$ cat src/rtl/tb_config_pkg.sv
// Shared configuration constants for the core top level and its test harness.
package tb_config_pkg;
   localparam int DATA_WIDTH = 32;
endpackage

$ cat src/rtl/core_status_pkg.sv
// Constants and enumerations shared by the end-of-test status monitor.
package core_status_pkg;
   import tb_config_pkg::*;

   localparam logic [31:0] UNIMP_INSTR = 32'hC000_1073;
   localparam logic [4:0]  GP_IDX      = 5'd3;

   typedef enum logic [1:0] {
      RUNNING = 2'b00,
      PASS    = 2'b01,
      FAIL    = 2'b10,
      TOUT    = 2'b11
   } status_e;

   typedef enum logic [1:0] {
      RUN     = 2'b00,
      DRAIN   = 2'b01,
      DONE    = 2'b10,
      TIMEOUT = 2'b11
   } mon_state_e;
endpackage

$ cat src/rtl/watchdog_counter.sv
// Saturating 32-bit cycle counter with a terminal-count flag at TIMEOUT_CYCLES-1.
// A TIMEOUT_CYCLES of 0 keeps the flag permanently low.
module watchdog_counter #(
   parameter int unsigned TIMEOUT_CYCLES = 100000
) (
   input  logic        clk,
   input  logic        rst_n,
   input  logic        en,
   output logic [31:0] count,
   output logic        tc
);
   localparam logic [31:0] TC_VAL = 32'(TIMEOUT_CYCLES) - 32'd1;
   localparam bit          WD_ON  = (TIMEOUT_CYCLES != 0);

   logic [31:0] count_d;
   logic [31:0] count_q;

   always_comb begin
      count_d = count_q;
      if (en && (count_q != 32'hFFFF_FFFF)) begin
         count_d = count_q + 32'd1;
      end else begin
         count_d = count_q;
      end
   end

   always_ff @(posedge clk) begin
      if (!rst_n) begin
         count_q <= 32'd0;
      end else begin
         count_q <= count_d;
      end
   end

   assign count = count_q;
   assign tc    = WD_ON && (count_q == TC_VAL);
endmodule

$ cat src/rtl/core_status_monitor.sv
// End-of-test monitor: catches unimp in decode, drains the pipeline, shadows gp
// and publishes a frozen pass/fail/timeout result to the test interface.
module core_status_monitor
   import core_status_pkg::*;
#(
   parameter int          DATA_WIDTH     = tb_config_pkg::DATA_WIDTH,
   parameter int unsigned DRAIN_CYCLES   = 3,
   parameter int unsigned TIMEOUT_CYCLES = 100000
) (
   input  logic                  clk,
   input  logic                  rst_n,
   input  logic                  id_valid,
   input  logic [31:0]           id_instr,
   input  logic                  wb_we,
   input  logic [4:0]            wb_rd,
   input  logic [DATA_WIDTH-1:0] wb_data,
   output logic                  core_halt,
   output logic                  io_coreDone,
   output logic [DATA_WIDTH-1:0] io_gpRegVal,
   output logic [DATA_WIDTH-1:0] io_check_res,
   output logic [31:0]           io_cycles
);
   localparam logic [31:0] DRAIN_LOAD = 32'(DRAIN_CYCLES) - 32'd1;

   mon_state_e            state_q, state_d;
   logic [31:0]           drain_cnt_q, drain_cnt_d;
   logic [DATA_WIDTH-1:0] gp_q, gp_d;
   logic [DATA_WIDTH-1:0] check_res_q, check_res_d;
   logic                  halt_q, halt_d;
   logic                  done_q, done_d;
   logic                  detect, active, gp_wr, wd_tc;
   status_e               final_st;

   // Status in the top two bits; a fail carries gp>>1, the riscv-tests test number.
   function automatic logic [DATA_WIDTH-1:0] encode_result(input status_e st,
                                                          input logic [DATA_WIDTH-1:0] gp);
      logic [DATA_WIDTH-1:0] r;
      r = '0;
      r[DATA_WIDTH-1 -: 2] = st;
      if (st == FAIL) begin
         r[DATA_WIDTH-3:0] = gp[DATA_WIDTH-2:1];
      end else begin
         r[DATA_WIDTH-3:0] = '0;
      end
      return r;
   endfunction

   assign detect = id_valid && (id_instr == UNIMP_INSTR);
   assign active = (state_q == RUN) || (state_q == DRAIN);
   assign gp_wr  = active && wb_we && (wb_rd == GP_IDX);

   watchdog_counter #(
      .TIMEOUT_CYCLES(TIMEOUT_CYCLES)
   ) u_watchdog (
      .clk  (clk),
      .rst_n(rst_n),
      .en   (active),
      .count(io_cycles),
      .tc   (wd_tc)
   );

   always_comb begin
      state_d     = state_q;
      drain_cnt_d = drain_cnt_q;
      check_res_d = check_res_q;
      gp_d        = gp_wr ? wb_data : gp_q;
      final_st    = (gp_d == DATA_WIDTH'(1)) ? PASS : FAIL;
      case (state_q)
         RUN: begin
            if (detect) begin
               state_d     = DRAIN;
               drain_cnt_d = DRAIN_LOAD;
            end else if (wd_tc) begin
               state_d     = TIMEOUT;
               check_res_d = encode_result(TOUT, gp_d);
            end else begin
               state_d = RUN;
            end
         end
         DRAIN: begin
            // The result uses gp_d so a write landing on this very edge counts.
            if (drain_cnt_q == 32'd0) begin
               state_d     = DONE;
               check_res_d = encode_result(final_st, gp_d);
            end else begin
               drain_cnt_d = drain_cnt_q - 32'd1;
            end
         end
         DONE:    state_d = DONE;
         TIMEOUT: state_d = TIMEOUT;
         default: state_d = RUN;
      endcase
      halt_d = (state_d != RUN);
      done_d = (state_d == DONE) || (state_d == TIMEOUT);
   end

   always_ff @(posedge clk) begin
      if (!rst_n) begin
         state_q     <= RUN;
         drain_cnt_q <= 32'd0;
         gp_q        <= '0;
         check_res_q <= '0;
         halt_q      <= 1'b0;
         done_q      <= 1'b0;
      end else begin
         state_q     <= state_d;
         drain_cnt_q <= drain_cnt_d;
         gp_q        <= gp_d;
         check_res_q <= check_res_d;
         halt_q      <= halt_d;
         done_q      <= done_d;
      end
   end

   assign core_halt    = halt_q;
   assign io_coreDone  = done_q;
   assign io_gpRegVal  = gp_q;
   assign io_check_res = check_res_q;
endmodule

$ cat config.mk
export PLATFORM = sky130hd
export DESIGN_NAME = core_status_monitor
export DESIGN_NICKNAME = d
export VERILOG_FILES = /design/src/rtl/tb_config_pkg.sv /design/src/rtl/core_status_pkg.sv /design/src/rtl/watchdog_counter.sv /design/src/rtl/core_status_monitor.sv
export SDC_FILE = /design/constraint.sdc
export NUM_CORES = 1
export LEC_CHECK = 0
export CAP_MARGIN = 0
export CORE_UTILIZATION = 45
export CTS_BUF_LIST = sky130_fd_sc_hd__clkbuf_8
export DETAILED_ROUTE_END_ITERATION = 8
export MAX_ROUTING_LAYER = met4
export PLACE_DENSITY = 0.81
export SYNTH_ARGS = -nofsm -noshare
export SYNTH_HDL_FRONTEND = slang
export SYNTH_HIERARCHICAL = 1
export SYNTH_SLANG_ARGS = --single-unit
$ cat constraint.sdc
create_clock -name clk -period 2.6 [get_ports clk]
set_input_delay 0.65 -clock clk [delete_from_list [all_inputs] [get_ports clk]]
set_output_delay 0.65 -clock clk [all_outputs]
set_load 0.01 [all_outputs]
==> impl_metrics.csv <==
group,metric,value,unit
outcome,status,"finished with violations",
outcome,violations,"negative setup slack",
timing,final_hold_viol_count,0,
cts,clk_pin_slew_worst_paths,0.08,ns
min_path,min_to,"io_check_res[20]",
layout,layout.nets,1061,
power_and_ir_drop,p_sw,0.939,mW
synth,ys_ff_latch,131,
min_path,whs_path_depth,2,
drt,drc,0,
worst_setup_path,r2r_slack,-0.03,ns
worst_setup_path,cpMostUsedCell,"or4_4",
synth,yosysWarnings,6,
synth,ys.flop_type,"dfxtp_1",
worst_setup_path,rr_startpoint,"drain_cnt_q[8]",
global_route,met2_usage,0.461,
global_route,grt_pass1_vias,6406,
timing,period_needed,2.63,ns
timing,worstMarginPinSlew,0.618,ns
drt,wl,19700,µm
power_and_ir_drop,fin_total_pwr,4.26,mW
drt,viasPerCell,5.86,
power_and_ir_drop,p_int,3.32,mW
drt,drt-pass1-iter-count,5,
cts,cts_buffer_depth,2,
floorplanning,die-height,119,µm
worst_setup_path,cpPeakStageDelay,0.55,ns
placement,routabilityCongestion,0.953,
power_and_ir_drop,p_leak,3.17,nW
synth,synth-edff-count,0,
run,cap_violations,0,
worst_setup_path,critical_path_class,"reg -> reg",
worst_setup_path,r2r_end,"io_check_res[30]",
floorplanning,row_count,42,
power_and_ir_drop,pwr-share-seq,0.474,
power_and_ir_drop,p_sw_frac,0.221,
global_route,grt_start_max_net_pins,46,
synth,syn_area,6150,µm²
power_and_ir_drop,comb_power_share,0.060,
worst_setup_path,path_cells,"or4_4 -> or4b_4 -> or4_4 -> buf_4 -> o31ai_2 -> o21ba_2",
synth,yosysSeqAreaShare,0.426,
cts,insertion_delay,0.45,ns
synth,synth.net_count,819,
cts,cts_root_buf,"clkbuf_8",
timing,tns,-0.0301,ns
synth,async_reset_ff_frac,0,
min_path,holdCritPathClass,"reg -> reg",
layout,drive_above_1_share,0.171,
drt,num_vias,6878,
power_and_ir_drop,vdd_drop_max,0.372,mV
layout,n_fill_cell,1066,
timing,final_max_slew_viol_count,0,
worst_setup_path,endpoint_kind,"flop",
power_and_ir_drop,powerDensity,464,nW/µm²
timing,rsz0062_at_grt,"yes",
layout,multiInputGateArea,3330,µm²
power_and_ir_drop,clkPwrFrac,0.466,
placement,hpwl,14100,µm
worst_setup_path,cp_max_fo,3,
worst_setup_path,crit_required,2.94,ns
synth,avgSynthCellArea,8.28,µm²
cts,clock_sinks,131,
worst_setup_path,critPathSlowestCell,"or4_4",
cts,cts-htree-levels,4,
floorplanning,io_pins,171,
floorplanning,start_util,0.463,
global_route,grtUsageMet3,0.0580,
global_route,busiest_layer,"met2",
placement,io_buffers,170,
worst_setup_path,cp.arrival,2.97,ns
layout,area_delta_synth_final,49.0,%
layout,seq_area,2620,µm²
cts,cts_tree,"yes",
global_route,track_usage,0.285,
timing,setup_viol,1,
cts,numCtsBuffers,17,
synth,netlist_instances,743,
timing,clock.fmax,380,MHz
global_route,antenna_found_initial,0,
timing,setup_slack,-0.0301,ns
layout,final_util,0.689,
floorplanning,core,13300,µm²
drt,ant_nets,0,
global_route,grt_overflow,0,
timing,max_slew_margin,0.586,
floorplanning,die_w,119,µm
timing,period_share,1.01,
min_path,hp-start,"io_check_res[20]",
drt,drt_iter0_markers,657,
worst_setup_path,r2r_cells,6,
worst_setup_path,start_kind,"flop",
global_route,grt_pass1_wl,31300,µm
timing,skew,0.00763,ns
drt,wire_per_inst,16.8,µm
floorplanning,die_area,14100,µm²
global_route,grt_util_met1,0.346,
synth,synth_cell_types,63,
placement,place_ws,-0.492,ns
layout,diodes,0,
## cell usage in the layout (no fill, tap or decap), types with 7 or more instances in the layout
master             n
nor3_1            14
or3_1             24
or4_1             28
nand3_1           47
buf_4             88
nor4_1            30
o21ai_2            9
mux2i_1            7
or2_2              7
o31ai_1           24
o21ai_1           12
o21ai_0           57
nor2_1            24
a21oi_1           83
clkbuf_8          18
clkdlybuf4s50_1  169
dfxtp_1          131
inv_1             12
nand2_1           92
nand4_1           12
## cell families after synthesis
| logic type | after synthesis | share of synthesized area |
|---|---|---|
| compound gates | 211 | 0.205 |
| xor+xnor | 3 | 0.00427 |
| fa+ha+maj | 3 | 0.00610 |
| buf+inv | 57 | 0.0413 |
| flops | 131 | 0.426 |
| mux | 7 | 0.0114 |
| simple gates | 331 | 0.305 |
## layer usage
layer | wire length [µm] | vias up
met5 | 0 | -
met4 | 510 | 0
met3 | 1500 | 39
li1 | - | 3277
met1 | 8160 | 3238
met2 | 9540 | 324
## metrics by stage
| stage | instance area, µm² | cells | hold slack, ns |
|---|---|---|---|
| after floorplan | 6150 | 743 | 0.449 |
| after global placement | 8580 | 1136 | 0.442 |
| after detailed placement | 8580 | 1136 | 0.450 |
| after CTS | 9110 | 1171 | 0.460 |
| after global routing | 9170 | 1173 | 0.484 |
| final | 9170 | 1173 | 0.456 |
## state kept, by name (all words and copies together), names as in the netlist
register and count:
state_q 2, core_halt 1, u_watchdog/count 32, io_check_res 32, io_gpRegVal 32, drain_cnt_q 32
## repair_timing
item | CTS | global route
hold endpoints to repair | 0 | 0
pin swaps | 3 | 1
hold buffers | 0 | 0
gates resized for setup | 1 | 15
setup buffers | 3 | 2
gates cloned | 1 | 0
endpoints found under the setup margin | 32 | 24
## how the worst max path moves through the flow
stage,start,to
after floorplan,id_instr[8],drain_cnt_q[10]
after global placement,drain_cnt_q[8],io_check_res[20]
after detailed placement,drain_cnt_q[8],io_check_res[15]
after CTS,drain_cnt_q[8],drain_cnt_q[28]
after global routing,id_instr[8],drain_cnt_q[1]
final,drain_cnt_q[8],io_check_res[30]
## power groups by stage
stage | clock network, mW | logic [mW] | registers (mW)
after floorplan | 0 | 0.0711 | 2.07
after global placement | 0 | 0.247 | 2.07
after detailed placement | 0 | 0.249 | 2.07
after CTS | 2.01 | 0.251 | 2.02
after global routing | 2.10 | 0.269 | 2.02
final | 1.98 | 0.253 | 2.02
## synthesized netlist by cell type, types with 3 or more instances
cell type	n	area [µm²]
o21ai_1	5	25.0
or4_1	28	210
nand3b_1	5	37.5
ha_1	3	37.5
o21ai_0	64	320
nor3_1	15	75.1
or2_2	7	43.8
o31ai_1	25	188
or3_1	24	150
dfxtp_1	131	2620
o41ai_1	5	43.8
clkbuf_1	32	120
nand3_1	47	235
mux2i_1	7	70.1
nor2_1	24	90.1
and3_1	6	37.5
nand4b_1	4	35.0
o21ai_2	9	78.8
a21oi_1	83	415
nor4b_1	5	43.8
buf_2	5	25.0
nand2b_1	6	37.5
nand4_1	12	75.1
nor3b_1	3	22.5
or4_4	3	33.8
or4b_2	4	40.0
nor4_1	33	206
o21a_1	3	22.5
nand2_1	92	345
inv_1	12	45.0
## worst max-delay path, delay by kind of cell, from the launching register on
| kind | cells | cell delay, ns |
|---|---|---|
| simple gates | 3 | 1.59 |
| compound gates | 2 | 0.45 |
| flops | 1 | 0.32 |
| buf+inv | 1 | 0.17 |
## final cells by class
class / count / share of cell area
clock buffers: 18 / 0.0270
flip-flops and latches: 131 / 0.286
inverters: 14 / 0.00573
repair buffers: 265 / 0.271
well taps: 176 / 0.0240
clock inverters: 13 / 0.0228
multi-input cells: 556 / 0.364
No activity file was read; power rests on OpenSTA's default activity.
